[src/rtl/phi1_mul_stream.sv]
// Forward Phi1 multiply: streams ternary m(x) in and emits (x-1)*m(x) mod (2^QW, x^N-1).
// Latency: each output is registered one cycle after the input fire that produces it; coeff 0 follows the wrap cycle.
// Backpressure: single output register; input is stalled while that register is full and not being drained.
module phi1_mul_stream #(
   parameter int N  = 701,
   parameter int QW = 13,
   parameter int IW = 10
) (
   input  logic          clk,
   input  logic          rst,
   input  logic          in_valid,
   output logic          in_ready,
   input  logic [1:0]    in_coef,
   output logic          out_valid,
   input  logic          out_ready,
   output logic [QW-1:0] out_coef,
   output logic [IW-1:0] out_idx,
   output logic          out_last,
   output logic          busy
);

   typedef enum logic [1:0] {S_FIRST, S_STREAM, S_WRAP} state_t;

   state_t        state;
   logic [IW-1:0] cnt;
   logic [1:0]    first;
   logic [1:0]    prev;
   logic          slot_free;
   logic          in_fire;
   logic          out_fire;

   // Ternary code to a 3-bit signed value; only bit0 carries magnitude, so 2'b10 reads as 0.
   function automatic logic [2:0] tern_val(input logic [1:0] c);
      logic [2:0] v;
      v = 3'b000;
      if (c[0]) begin
         v = c[1] ? 3'b111 : 3'b001;
      end
      return v;
   endfunction

   // a - b lies in -2..2, so a 3-bit signed difference is exact before sign extension.
   function automatic logic [QW-1:0] tern_sub(input logic [1:0] a, input logic [1:0] b);
      logic [2:0] d;
      d = tern_val(a) - tern_val(b);
      return {{(QW-3){d[2]}}, d};
   endfunction

   assign slot_free = !out_valid || out_ready;
   assign in_fire   = in_valid && in_ready;
   assign out_fire  = out_valid && out_ready;
   assign busy      = (state != S_FIRST) || out_valid;

   // Input acceptance: the first coeff never produces output, so S_FIRST ignores the output slot.
   always_comb begin
      in_ready = 1'b0;
      case (state)
         S_FIRST:  in_ready = 1'b1;
         S_STREAM: in_ready = slot_free;
         default:  in_ready = 1'b0;
      endcase
   end

   // Frame sequencing and the single output register; a newly loaded output overrides the drain.
   always_ff @(posedge clk) begin
      if (rst) begin
         state     <= S_FIRST;
         cnt       <= '0;
         first     <= 2'b00;
         prev      <= 2'b00;
         out_valid <= 1'b0;
         out_coef  <= '0;
         out_idx   <= '0;
         out_last  <= 1'b0;
      end else begin
         if (out_fire) begin
            out_valid <= 1'b0;
         end
         case (state)
            S_FIRST: begin
               if (in_fire) begin
                  first <= in_coef;
                  prev  <= in_coef;
                  cnt   <= IW'(1);
                  state <= S_STREAM;
               end
            end
            S_STREAM: begin
               if (in_fire) begin
                  out_coef  <= tern_sub(prev, in_coef);
                  out_idx   <= cnt;
                  out_last  <= 1'b0;
                  out_valid <= 1'b1;
                  prev      <= in_coef;
                  if (cnt == IW'(N-1)) begin
                     state <= S_WRAP;
                  end else begin
                     cnt <= cnt + 1'b1;
                  end
               end
            end
            S_WRAP: begin
               if (slot_free) begin
                  out_coef  <= tern_sub(prev, first);
                  out_idx   <= '0;
                  out_last  <= 1'b1;
                  out_valid <= 1'b1;
                  cnt       <= '0;
                  state     <= S_FIRST;
               end
            end
            default: begin
               state <= S_FIRST;
            end
         endcase
      end
   end

endmodule

[config.mk]
export PLATFORM = sky130hd
export DESIGN_NAME = phi1_mul_stream
export DESIGN_NICKNAME = d
export VERILOG_FILES = /design/src/rtl/phi1_mul_stream.sv
export SDC_FILE = /design/constraint.sdc
export NUM_CORES = 1
export LEC_CHECK = 0
export ABC_AREA = 1
export CAP_MARGIN = 40
export CORE_MARGIN = 5
export CORE_UTILIZATION = 35
export DETAILED_ROUTE_END_ITERATION = 8
export PLACE_DENSITY_LB_ADDON = 0.12
export SLEW_MARGIN = 40
export SYNTH_ARGS = -nofsm -noshare
export SYNTH_HDL_FRONTEND = slang
export SYNTH_SLANG_ARGS = --single-unit
[constraint.sdc]
create_clock -name clk -period 2 [get_ports clk]
set_input_delay 0.3 -clock clk [delete_from_list [all_inputs] [get_ports clk]]
set_output_delay 0.3 -clock clk [all_outputs]
set_load 0.02 [all_outputs]
==> results.toml, run 1 <==
[clock_tree]
root_buffer = "clkbuf_8"
clock_latency_ns = 0.28
cts_setup_buffers = 0
max-clock-path-buffers = 2
cts_max_level = 2
clkTransAtPathRegs_ns = 0.06
cts_hold_buf = 0
clock_sinks = 31
tritoncts = "built"
cts_made_buffers = 5

[layout]
final-instance-count-excl-fill = 361
final_nets = 309
drive_gt1_frac = 0.102
syn2layout_area_growth_pct = 26.2
antennaDiodeCount = 0

[power]
switching_power_mw = 1.12
seqPwrFrac = 0.298
clock_power_share = 0.189
peakVddDrop_mv = 0.518
p_int_mw = 1.52
combPwrFrac = 0.513
switching_share = 0.425
powerDensity_nw_per_um2 = 1190
p_leak_nw = 0.905

[sta]
rsz0062_at_grt = "no"
setup_viol = 0
fin_ws_ns = 0.147
slew_violations = 0
slew-limit-headroom = 0.781
fmaxAchievable_mhz = 540
finClkSkew_ns = 0.00431
tightest_slew_ns = 0.329
layout_min_cycle_time_ns = 1.85
period_share = 0.927
tns_ns = 0
hold_violations = 0
holdWs_ns = 0.462

[global_route]
grt_pass1_wl_mm = 6.80
first_global_vias = 1491
antenna_found_initial = 0
grt_max_degree = 21
grt_overflow = 0
grt_usage = 0.136

[yosys]
syn-num-nets = 276
syn_area_per_cell_um2 = 6.76
yosys-top-cells-area = "dfxtp_1 (35%), nand2_1 (13%), nand3_1 (7.1%)"
yosys.area.top_type = "dfxtp_1"
yosysSeqAreaShare = 0.352
synth_area_um2 = 1760
netlist.area_leader.share = 0.352
synth.distinct_cells = 22
ys_ff_latch = 31
syn_inst = 261
yosys_warnings = 0

[route]
drt_iter0_markers = 57
ant_nets = 0
wire_per_inst_um = 11.3
via_per_inst = 4.56
drcViolationCount = 0
vias = 1645
drt_wl_total_mm = 4.06
first_pass_iters = 4

[die]
initial_core_util = 0.366
die_area_um2 = 6560
fp.dieW_um = 81.0
io_pins = 33
placementRows = 25
fp.dieH_um = 81.0
design.core.area_um2 = 4820

[setup_path]
crit_required_ns = 1.70
cp-end-kind = "primary output"
setup.worst_path.class = "reg -> out"
cp-start-kind = "register"
crit_fanout = 4
crit_arrival_ns = 1.55

[placed_design]
hpwl_mm = 3.04
place_inst = 354
port_buffers = 32
dp_slack_ns = 0.0916
gp_congestion = 0.826

[hold_path]
hp-class = "reg -> reg"

[flow_run]
max_cap_viol_count = 0

[outcome]
outcome = "completed"
power groups by stage:
stage / Combinational (mW) / Clock (mW) / Sequential (mW)
floorplan: 0.926 / 0 / 0.833
global placement: 1.39 / 0 / 0.801
detailed placement: 1.39 / 0 / 0.805
CTS: 1.37 / 0.521 / 0.791
global route: 1.51 / 0.552 / 0.803
finish: 1.36 / 0.500 / 0.789
metal layers:
metal,GRT usage,share of wire,vias to the layer above
met2,0.214,0.44,41
li1,-,-,886
met3,0.0288,0.065,8
met4,0.0777,0.020,0
met5,0,0,-
met1,0.171,0.48,710
cells in the mapped netlist, drive strengths merged:
library cell	n
inv	27
buf	16
a21oi	23
o21ai	15
clkbuf	4
o21bai	1
nor3	4
a21o	1
dfxtp	31
nand2	64
nand4	2
nor2	34
nor4	2
or2	3
nand3	25
fa	2
ha	7
placed cells by master (no fill, tap or decap):
cell type,instances
dfxtp_1,31
dlygate4sd2_1,2
nand4_1,2
clkbuf_8,6
nor2_2,1
nand2_1,61
nor2_4,1
ha_2,1
inv_1,27
o21bai_1,1
a21o_1,1
o21ai_0,15
fa_1,2
a21oi_1,23
clkinv_2,1
clkdlybuf4s50_1,30
ha_1,6
nor2_1,32
nor4_1,2
nand3_1,25
nand2_2,3
nor3_1,4
or2_2,3
buf_4,14
stage by stage:
step                power, mW  utilization  instance area [um^2]
floorplan                1.76            -                  1760
global placement         2.19        0.444                  2140
detailed placement       2.19        0.444                  2140
CTS                      2.68        0.462                  2220
global route             2.87        0.462                  2230
finish                   2.65        0.462                  2230
area by class of cell:
cell class              instances  area (um^2)
multi-input cells             183          910
fillers                       527         2590
clock buffers                   6         82.6
inverters                      27          101
clock inverters                 1         5.00
repair buffers                 46          423
flip-flops and latches         31          621
well taps                      67         83.8
cells by family (layout without fill, tap and decap cells):
family                     Yosys count  count (layout)  share of synthesized area
and+or+nand+nor                    134             134                      0.326
AOI/OAI and AO/OA                   40              40                      0.116
buffers and inverters               47              80                      0.134
adders and majority gates            9               9                     0.0723
DFF                                 31              31                      0.352
state kept, by name, indices dropped and copies added (netlist names):
name and count:
cnt 10, out_idx 10, out_coef 3, first 2
prev 2, state 2, out_last 1, out_valid 1
worst max-delay path: stages, from the launching register on:
cell and delay (ns):
dfxtp_1 0.32, inv_1 0.10, ha_1 0.17, inv_1 0.08
or2_2 0.27, dlygate4sd2_1 0.32
path summary, 6_finish.rpt:
check                           cells after the start  slack, ns                       end                    start
worst max register to register                     10       0.20  out_coef[1]$_SDFFE_PP0P_    state[0]$_SDFFE_PP0P_
worst max-delay path                                5       0.15                      busy    state[0]$_SDFFE_PP0P_
worst min-delay path                                2       0.46   out_idx[7]$_SDFFE_PP0P_  out_idx[7]$_SDFFE_PP0P_
worst min register to register                      2       0.46   out_idx[7]$_SDFFE_PP0P_  out_idx[7]$_SDFFE_PP0P_
repair_timing:
action | CTS | global route
cloned | 0 | 0
resized for setup | 2 | 1
setup endpoints to repair | 2 | 2
No activity file was read; power rests on OpenSTA's default activity.
==> run 2: changes to the inputs <==
- CORE_MARGIN: 5 -> 3
- GPL_ROUTABILITY_DRIVEN: unset -> 0
==> run 2 against run 1 <==
Total power shrank 2.3%. Register-to-register slack is essentially flat. Sequential share of layout area grew 0.48 points. Routed wire length shrank 1.7%. Sequential cell count is the same. Combinational power shrank 6%. Largest cell class unchanged. Critical path depth is the same. Count of clock-buffer cells in the layout is the same. Worst setup slack gained 0.011 ns.
==> results.toml, run 2 (synthesized netlist as in run 1, its figures left out) <==
[setup_path]
cp_slowest_stage_delay_ns = 0.33
setup.worst_path.class = "reg -> out"
cpMostUsedCell = "inv_1"
crit_family = "buffers and inverters"
critPathSlowestCell = "dfxtp_1"
cp-end-kind = "primary output"
crit_arrival_ns = 1.54
crit_chain = "inv_1 -> ha_1 -> inv_1 -> or2_2 -> dlygate4sd2_1"
cp-start-kind = "register"
crit_fanout = 4
crit_buf_inv = 3
crit_required_ns = 1.70

[die]
placementRows = 25
fp.dieH_um = 77.0
die_area_um2 = 5930
initial_core_util = 0.369
design.core.area_um2 = 4790
io_pins = 33
fp.dieW_um = 77.0

[sta]
setup_viol = 0
hold_violations = 0
layout_min_cycle_time_ns = 1.84
slew_violations = 0
tns_ns = 0
slew-limit-headroom = 0.764
holdWs_ns = 0.462
rsz0062_at_grt = "no"
fmaxAchievable_mhz = 543
tightest_slew_ns = 0.353
period_share = 0.921
fin_ws_ns = 0.157
finClkSkew_ns = 0.00343

[power]
p_int_mw = 1.48
p_leak_nw = 0.880
peakVddDrop_mv = 0.595
switching_power_mw = 1.11
powerDensity_nw_per_um2 = 1180
combPwrFrac = 0.495
seqPwrFrac = 0.312
clock_power_share = 0.193
switching_share = 0.428

[clock_tree]
max-clock-path-buffers = 2
clock_latency_ns = 0.28
tritoncts = "built"
cts_hold_buf = 0
cts_made_buffers = 5
clock_sinks = 31
cts_max_level = 2
clkTransAtPathRegs_ns = 0.06
root_buffer = "clkbuf_8"

[route]
via_per_inst = 4.61
drt_wl_total_mm = 4.00
drt_iter0_markers = 72
first_pass_iters = 4
vias = 1640
wire_per_inst_um = 11.2
ant_nets = 0
drcViolationCount = 0

[global_route]
gr-usage-met1 = 0.195
met3_usage = 0.0376
busiest_layer = "met2"
antenna_found_initial = 0
grt_overflow = 0
grt_use_met2 = 0.210
grt_usage = 0.142
grt_pass1_wl_mm = 6.80
grt_max_degree = 21
first_global_vias = 1443

[layout]
antennaDiodeCount = 0
layout_commonest_cell = "nand2_1"
drive_gt1_frac = 0.0865
final_cell_mix = "nand2_1 (61), nor2_1 (32), dfxtp_1 (31)"
final_nets = 304
syn2layout_area_growth_pct = 24.0
top_regs = "cnt x10, out_idx x10, out_coef x3"

[placed_design]
dp_slack_ns = 0.0841
hpwl_mm = 2.93
port_buffers = 32

[outcome]
outcome = "completed"

[flow_run]
max_cap_viol_count = 0

[hold_path]
hp-class = "reg -> reg"
-- run 2: timing repair --
item / 4_1_cts / 5_1_grt
endpoints found under the hold margin: 0 / 0
gates resized for setup: 2 / 1
buffers inserted: 0 / 0
endpoints found under the setup margin: 2 / 1
-- run 2: per-layer routing --
| layer | vias to the layer above | wire length (um) |
|---|---|---|
| met2 | 42 | 1700 |
| li1 | 875 | - |
| met4 | 0 | 64 |
| met3 | 7 | 232 |
| met1 | 716 | 2000 |
| met5 | - | 0 |
-- run 2: metrics by stage --
step	std cells	instance area, um^2	power (mW)	util
6_report	356	2190	2.59	0.457
5_1_grt	356	2190	2.81	0.457
4_1_cts	356	2190	2.63	0.457
3_5_place_dp	349	2100	2.13	0.439
3_3_place_gp	349	2100	2.13	0.439
2_1_floorplan	261	1760	1.76	-
-- run 2: area by class of cell --
class / count / area [um^2]
fillers: 528 / 2600
clock buffers: 6 / 82.6
clock inverters: 1 / 5.00
flip-flops and latches: 31 / 621
repair buffers: 41 / 385
multi-input cells: 183 / 910
well taps: 67 / 83.8
inverters: 27 / 101
-- run 2: worst register-to-register path: stages, from the launching register on --
cell     delay (ns)
dfxtp_1        0.32
inv_1          0.10
ha_2           0.26
inv_1          0.09
nand2_1        0.06
nand2_1        0.05
ha_1           0.20
fa_1           0.48
nand2_1        0.05
nand2_1        0.05
nor2_1         0.04
-- run 2: worst paths after layout --
check	start	to	slack [ns]	depth (start not counted)
setup / recovery	state[1]$_SDFFE_PP0P_	busy	0.16	5
hold / removal	out_idx[9]$_SDFFE_PP0P_	out_idx[9]$_SDFFE_PP0P_	0.46	2
setup reg to reg	state[0]$_SDFFE_PP0P_	out_coef[1]$_SDFFE_PP0P_	0.21	10
hold reg to reg	out_idx[9]$_SDFFE_PP0P_	out_idx[9]$_SDFFE_PP0P_	0.46	2
-- run 2: power groups by stage --
stage	Sequential, mW	Clock, mW	Combinational, mW
5_1_grt	0.822	0.546	1.44
6_report	0.807	0.498	1.28
3_3_place_gp	0.819	0	1.32
2_1_floorplan	0.833	0	0.926
3_5_place_dp	0.822	0	1.31
4_1_cts	0.807	0.524	1.29
